**config.mk**
```make
export PLATFORM = sky130hd
export DESIGN_NAME = fetch_queue
export DESIGN_NICKNAME = d
export VERILOG_FILES = /design/src/rtl/fetch_queue.sv
export SDC_FILE = /design/constraint.sdc
export NUM_CORES = 1
export LEC_CHECK = 0
export CORE_MARGIN = 2
export CORE_UTILIZATION = 56
export CTS_CLUSTER_DIAMETER = 60
export DETAILED_ROUTE_END_ITERATION = 10
export PLACE_DENSITY = 0.87
export SETUP_SLACK_MARGIN = 0.3
export SLEW_MARGIN = 15
export SYNTH_ARGS = -nofsm -noshare
export SYNTH_HDL_FRONTEND = slang
export SYNTH_SLANG_ARGS = --single-unit
```
**constraint.sdc**
```tcl
create_clock -name clk -period 9.07 [get_ports clk]
set_clock_uncertainty 0.15 [all_clocks]
set_input_delay 2.2675 -clock clk [delete_from_list [all_inputs] [get_ports clk]]
set_output_delay 2.2675 -clock clk [all_outputs]
set_load 0.02 [all_outputs]
```
**src/rtl/fetch_queue.sv**
```systemverilog
// fetch_queue: sequential instruction prefetch FIFO with redirect flush; FETCH_BYPASS_EN adds same-cycle bypass from memory to the head
module fetch_queue #(
  parameter int N = 32,
  parameter int DEPTH = 4,
  parameter logic [N-1:0] PC_START = '0
) (
  input  logic         clk,
  input  logic         rst,
  input  logic         redirect_i,
  input  logic [N-1:0] redirect_addr_i,
  output logic         mem_req_o,
  output logic [N-1:0] mem_addr_o,
  input  logic         mem_ack_i,
  input  logic [N-1:0] mem_rd_data_i,
  output logic         instr_valid_o,
  output logic [N-1:0] instr_o,
  output logic [N-1:0] instr_pc_o,
  input  logic         instr_take_i
);
  localparam int AW = $clog2(DEPTH);
  localparam int CW = AW + 1;
  localparam logic [CW-1:0] FULL = CW'(DEPTH);
  typedef enum logic [1:0] {IDLE, REQ, DISCARD} state_t;
  state_t state_q, state_d;
  logic [N-1:0] fetch_pc_q, fetch_pc_d, mem_addr_q, mem_addr_d;
  logic mem_req_q;
  logic [CW-1:0] count_q, count_d;
  logic [AW-1:0] rd_ptr_q, wr_ptr_q;
  logic [N-1:0] data_q [DEPTH];
  logic [N-1:0] pc_q [DEPTH];
  logic ack_ok, bypass, enq, deq;
  assign ack_ok = state_q == REQ && mem_ack_i;
`ifdef FETCH_BYPASS_EN
  assign bypass = ack_ok && count_q == '0;
`else
  assign bypass = 1'b0;
`endif
  // a bypassed word that is taken the same cycle never lands in the FIFO
  assign enq = ack_ok && !redirect_i && !(bypass && instr_take_i);
  assign deq = instr_take_i && count_q != '0 && !redirect_i;
  assign count_d = redirect_i ? '0 : count_q + CW'(enq) - CW'(deq);
  always_comb begin
    state_d = state_q;
    fetch_pc_d = fetch_pc_q;
    mem_addr_d = mem_addr_q;
    if (redirect_i) begin
      fetch_pc_d = {redirect_addr_i[N-1:2], 2'b00};
      state_d = (state_q == IDLE || mem_ack_i) ? REQ : DISCARD;
      if (state_d == REQ) mem_addr_d = fetch_pc_d;
    end else begin
      case (state_q)
        IDLE: if (count_d < FULL) begin
          state_d = REQ;
          mem_addr_d = fetch_pc_q;
        end
        REQ: if (mem_ack_i) begin
          fetch_pc_d = fetch_pc_q + N'(4);
          mem_addr_d = fetch_pc_d;
          state_d = (count_d < FULL) ? REQ : IDLE;
        end
        DISCARD: if (mem_ack_i) begin
          state_d = REQ;
          mem_addr_d = fetch_pc_q;
        end
        default: state_d = IDLE;
      endcase
    end
  end
  always_ff @(posedge clk) begin
    if (rst) begin
      state_q <= IDLE;
      fetch_pc_q <= PC_START;
      mem_addr_q <= PC_START;
      mem_req_q <= 1'b0;
      count_q <= '0;
      rd_ptr_q <= '0;
      wr_ptr_q <= '0;
      for (int i = 0; i < DEPTH; i++) begin
        data_q[i] <= '0;
        pc_q[i] <= '0;
      end
    end else begin
      state_q <= state_d;
      fetch_pc_q <= fetch_pc_d;
      mem_addr_q <= mem_addr_d;
      mem_req_q <= state_d != IDLE;
      count_q <= count_d;
      if (redirect_i) begin
        rd_ptr_q <= '0;
        wr_ptr_q <= '0;
      end else begin
        if (enq) begin
          data_q[wr_ptr_q] <= mem_rd_data_i;
          pc_q[wr_ptr_q] <= mem_addr_q;
          wr_ptr_q <= wr_ptr_q + AW'(1);
        end
        if (deq) rd_ptr_q <= rd_ptr_q + AW'(1);
      end
    end
  end
  assign mem_req_o = mem_req_q;
  assign mem_addr_o = mem_addr_q;
  assign instr_valid_o = bypass || count_q != '0;
  assign instr_o = bypass ? mem_rd_data_i : data_q[rd_ptr_q];
  assign instr_pc_o = bypass ? mem_addr_q : pc_q[rd_ptr_q];
endmodule

```
* Yosys cells after proc, flatten, opt, wreduce, memory -nomap -nowiden
Memory sizes are Yosys's and may differ from the RTL's. A register that Yosys moved wholly into a read port is not among the register bits.
Cells that the tools add are included.
** Operators by class
- Add/subtract/negate cells :: 5
- Equality and inequality tests :: 7
- Multiplexer cells :: 33
- Magnitude comparators :: 1
- Reduce and logical (&&, ||, !) cells :: 18
** Operators by type and width (count)
- $mux 32 :: 10
- $pmux 32 s3 :: 1
- $reduce_or 32->1 :: 2
- $add 32x3->32 const B :: 1
- $mux 2 :: 11
- $mux 1 :: 9
- $ne 3x3->1 const B :: 2
- $pmux 2 s3 :: 1
- $reduce_bool 2->1 :: 3
- $reduce_and 5->1 :: 1
- $add 2x1->2 const B :: 2
- $eq 2x1->1 const B :: 2
- $logic_and 1x1->1 :: 4
- $reduce_and 2->1 :: 2
- $reduce_bool 4->1 :: 1
- $add 3x1->3 :: 1
- $lt 3x3->1 const B :: 1
- $mux 3 :: 1
- $ne 3x2->1 const B :: 1
- $reduce_bool 3->1 :: 1
- $sub 3x1->3 :: 1
- $eq 2x2->1 const B :: 1
- $logic_not 2->1 :: 1
- $ne 2x1->1 const B :: 1
- other kinds (3) :: 3
** Storage, ports and cells
- Flip-flop bits (word level) :: 74
- Memories :: 2
- Output and inout bits :: 98
- RAM bits :: 256
- Input bits :: 69
** Memory list
- data_q :: depth 4, width 32, rd ports 1, clocked after memory_dff 1, wr ports 4, RTL line 29 : logic [N-1:0] data_q [DEPTH];
- pc_q :: depth 4, width 32, rd ports 1, clocked after memory_dff 1, wr ports 4, RTL line 30 : logic [N-1:0] pc_q [DEPTH];

* Logic depth before layout (Yosys ltp)
- Depth after elaboration :: 12
- Gate-level depth with buffers :: 16

* Worst setup path before layout
OpenSTA, ideal clock, no wires.
- Kind :: input -> register
- Start :: input port mem_ack_i
- End :: memory data_q[1][0], enable pin
- Slack :: 1.332 ns
- Path buffers :: 0
- Stages :: 4
- Data arrival time :: 7.021 ns
- Data required time :: 8.352 ns
- Path through :: nand3b_1 > nor2_1 > inv_1 > o21ai_0
** RTL lines
- from (decl) :: RTL line 13 : input logic mem_ack_i,
- to (decl) :: RTL line 29

* Worst setup path after layout
- Start :: input port mem_ack_i
- End :: register mem_addr_q[23], in the netlist mem_addr_o[23]
** On the way
- Cells in the longest elaborated chain, start to end :: 8
** Ends and longest elaborated chain
- $logic_and 1x1->1 :: RTL line 32 : assign ack_ok = state_q == REQ && mem_ack_i;
- $logic_and 1x1->1 :: RTL line 39 : assign enq = ack_ok && !redirect_i && !(bypass && instr_take_i);
- $add 3x1->3 :: RTL line 41 : assign count_d = redirect_i ? '0 : count_q + CW'(enq) - CW'(deq);
- $sub 3x1->3 :: RTL line 41
- $mux 3 :: RTL line 41
- $lt 3x3->1 :: RTL line 52 : IDLE: if (count_d < FULL) begin
- $ne 3x2->1 (no source line)
- $reduce_and 5->1 (no source line) (*)
- to (signal assigned) :: RTL line 85 : mem_addr_q <= mem_addr_d;
- to (decl) :: RTL line 25 : logic [N-1:0] fetch_pc_q, fetch_pc_d, mem_addr_q, mem_addr_d;
Mark *: on every way between the ends. The rest lies on a longest branch, timed or not.
A chain may end at the register's enable or synchronous reset.

==> impl_metrics.tcl <==
set metrics [dict create \
    power_density_nw_per_um2 192 \
    finalSetupViolations 0 \
    drt_first_pass_iters 5 \
    tritoncts "done" \
    gr-usage-all-layers_pct 26.2 \
    grt_use_met3_pct 4.35 \
    worst_pin_slew_ns 1.04 \
    routed_wl_mm 35.6 \
    holdBufCountCts 0 \
    design.core.area_sq_um 25800 \
    worstSkewPairLatency_ns 0.51 \
    ys_seq_area_share_pct 60.8 \
    clk_transition_reported_paths_ns 0.06 \
    num-fill-cells 1813 \
    dieWidth_um 166 \
    num_vias 9902 \
    antenna_found_initial 0 \
    yosysTopAreaCellShare_pct 50.9 \
    rsz0062_at_grt "false" \
    syn2layout_area_growth_pct 20.0 \
    detail-route-antenna-nets 0 \
    grt_max_degree 63 \
    place_area_sq_um 16500 \
    synth.distinct_cells 67 \
    first_iter_violations 1022 \
    drc 0 \
    hold_class "register to register" \
    start_util_pct 56.6 \
    maxSlewHeadroom_pct 30.4 \
    post-route-min-period_ns 6.23 \
    ys_ff_latch 320 \
    top_usage_layer "met2" \
    port-buffer-count 160 \
    max_freq_ghz 0.160 \
    synth_common_cells "248 x edfxtp_1, 173 x nor2_1, 110 x nand2_1" \
    yosys.area.top_type "edfxtp_1" \
    finalSetupTns_ns 0 \
    setup.worst_path.class "primary input to register" \
    drive_above_1_share_pct 11.7 \
    vias_per_cell 5.92 \
    synth_area_per_cell_sq_um 12.4 \
    required_ns 9.30 \
    leakagePower_uw 0.00664 \
    num-nets-final 1388 \
    grt_first_pass_wirelength_mm 54.5 \
    max-vdd-ir-drop_uv 133 \
    clock-sinks 320 \
    clock_path_buffers 3 \
    wl_per_cell_um 21.3 \
    cts_setup_buffers 0 \
    seqCellArea_sq_um 8890 \
    start_kind "primary input" \
    synthTopCellsByArea "edfxtp_1 51%, dfxtp_1 9.9%, mux4_2 9.6%" \
    num_antenna_cells 0 \
    syn_area_sq_um 14600 \
    use_met1_pct 35.5 \
    yosys_warnings 0 \
    end_kind "register" \
    cts_root_buffer "clkbuf_16" \
    worstPathArrival_ns 6.46 \
    grt_util_met2_pct 44.2 \
    whs_ns 0.355 \
    fin_area_sq_um 17500 \
    gp_congestion 0.956 \
    detailed_place_hpwl_mm 22.0 \
    globalRoute.totalOverflow 0 \
    ios 167 \
    grt_pass1_vias 9957 \
    fp-row-count 59 \
    cp_max_fo 23 \
    ys_async_sr_fraction_pct 0 \
    status "completed" \
    numCtsBuffers 34 \
    synth_edf_count 248 \
    hold_violations 0 \
    htreeDepth 2 \
    finalMaxSlewViolations 0 \
    multiInputGateArea_sq_um 5150 \
    synthMostInstantiatedCell "edfxtp_1" \
    period_share_pct 68.7 \
    synthCells 1183 \
    synthFlopType "edfxtp_1" \
    max_cap_viol_count 0 \
    die-height_um 166 \
    dieArea_sq_um 27400 \
    ctsResizeCount 0 \
]
-- critical path: stages --
cell,delay (ns)
clkdlybuf4s50_1,0.73
nand3b_1,0.26
nor2_1,0.21
inv_1,0.21
ha_1,0.35
inv_1,0.04
ha_1,0.18
fa_1,0.38
xor3_1,0.29
nor4_2,0.24
or2_1,0.37
buf_4,0.35
a21oi_1,0.11
a2111oi_1,0.46
-- cells in the final DEF (no fill, tap or decap), drive strengths merged, types with 31 or more instances in the layout --
cell type        n
edfxtp         248
nor2           174
clkdlybuf4s50  159
nand2          110
inv             76
dfxtp           72
mux4            62
and2            50
clkbuf          43
nand3           32
xor2            31
-- worst paths after layout --
check,start,end,slack (ns),cells after the start
worst max-delay path,mem_ack_i,mem_addr_o[23],2.84,14
worst min-delay path,mem_addr_o[13],mem_addr_o[13],0.36,2
worst max register to register,state_q[0],mem_addr_o[23],4.72,13
worst min register to register,mem_addr_o[13],mem_addr_o[13],0.36,2
-- through the flow --
| stage | std cells | util, % | total power [uW] | setup slack [ns] |
|---|---|---|---|---|
| finish | 1673 | 67.9 | 3370 | 2.84 |
| global route | 1673 | 67.9 | 3470 | 2.52 |
| CTS | 1673 | 67.9 | 3380 | 2.90 |
| detailed placement | 1614 | 63.7 | 2030 | 2.39 |
| global placement | 1614 | 63.7 | 2020 | 2.58 |
| floorplan | 1186 | - | 1890 | 1.33 |
-- per-layer routing --
metal  up-vias  part of all wire, %
li1       4508                    -
met5         -                    0
met4         0                  2.4
met2       468                   49
met3        72                  8.0
met1      4854                   40
-- layout make-up --
cell class                      instances  area share [%]
Multi-Input combinational cell        709            29.3
Tap cell                              335            2.39
Timing Repair Buffer                  177            9.83
Clock inverter                         16           0.863
Clock buffer                           43            5.34
Inverter                               73            1.56
Sequential cell                       320            50.7
-- state kept, by name, indices dropped and copies added (netlist names), named ones only --
| signal | flops |
|---|---|
| rd_ptr_q | 2 |
| mem_addr_o | 30 |
| mem_req_o | 1 |
| wr_ptr_q | 2 |
| data_q | 128 |
| count_q | 3 |
| state_q | 2 |
| pc_q | 120 |
| fetch_pc_q | 30 |
-- cells by family (layout without fill, tap and decap cells) --
family | count (synthesis) | in the layout | synth area share [%]
xor gates and xnor gates | 55 | 55 | 3.40
buffers and inverters | 157 | 309 | 4.43
AOI/OAI and AO/OA | 108 | 108 | 5.11
DFF | 320 | 320 | 60.8
adders and majority gates | 4 | 4 | 0.394
and+or+nand+nor | 475 | 475 | 16.2
other | 1 | 4 | 0.0256
muxes | 63 | 63 | 9.62
-- report_power, final --
part           total, uW  leakage (uW)  switching (uW)  internal (uW)
Clock               1360      0.000523             566            794
Sequential          1710       0.00317            57.3           1650
Combinational        301       0.00295             166            134
No activity file was read; power rests on OpenSTA's default activity.
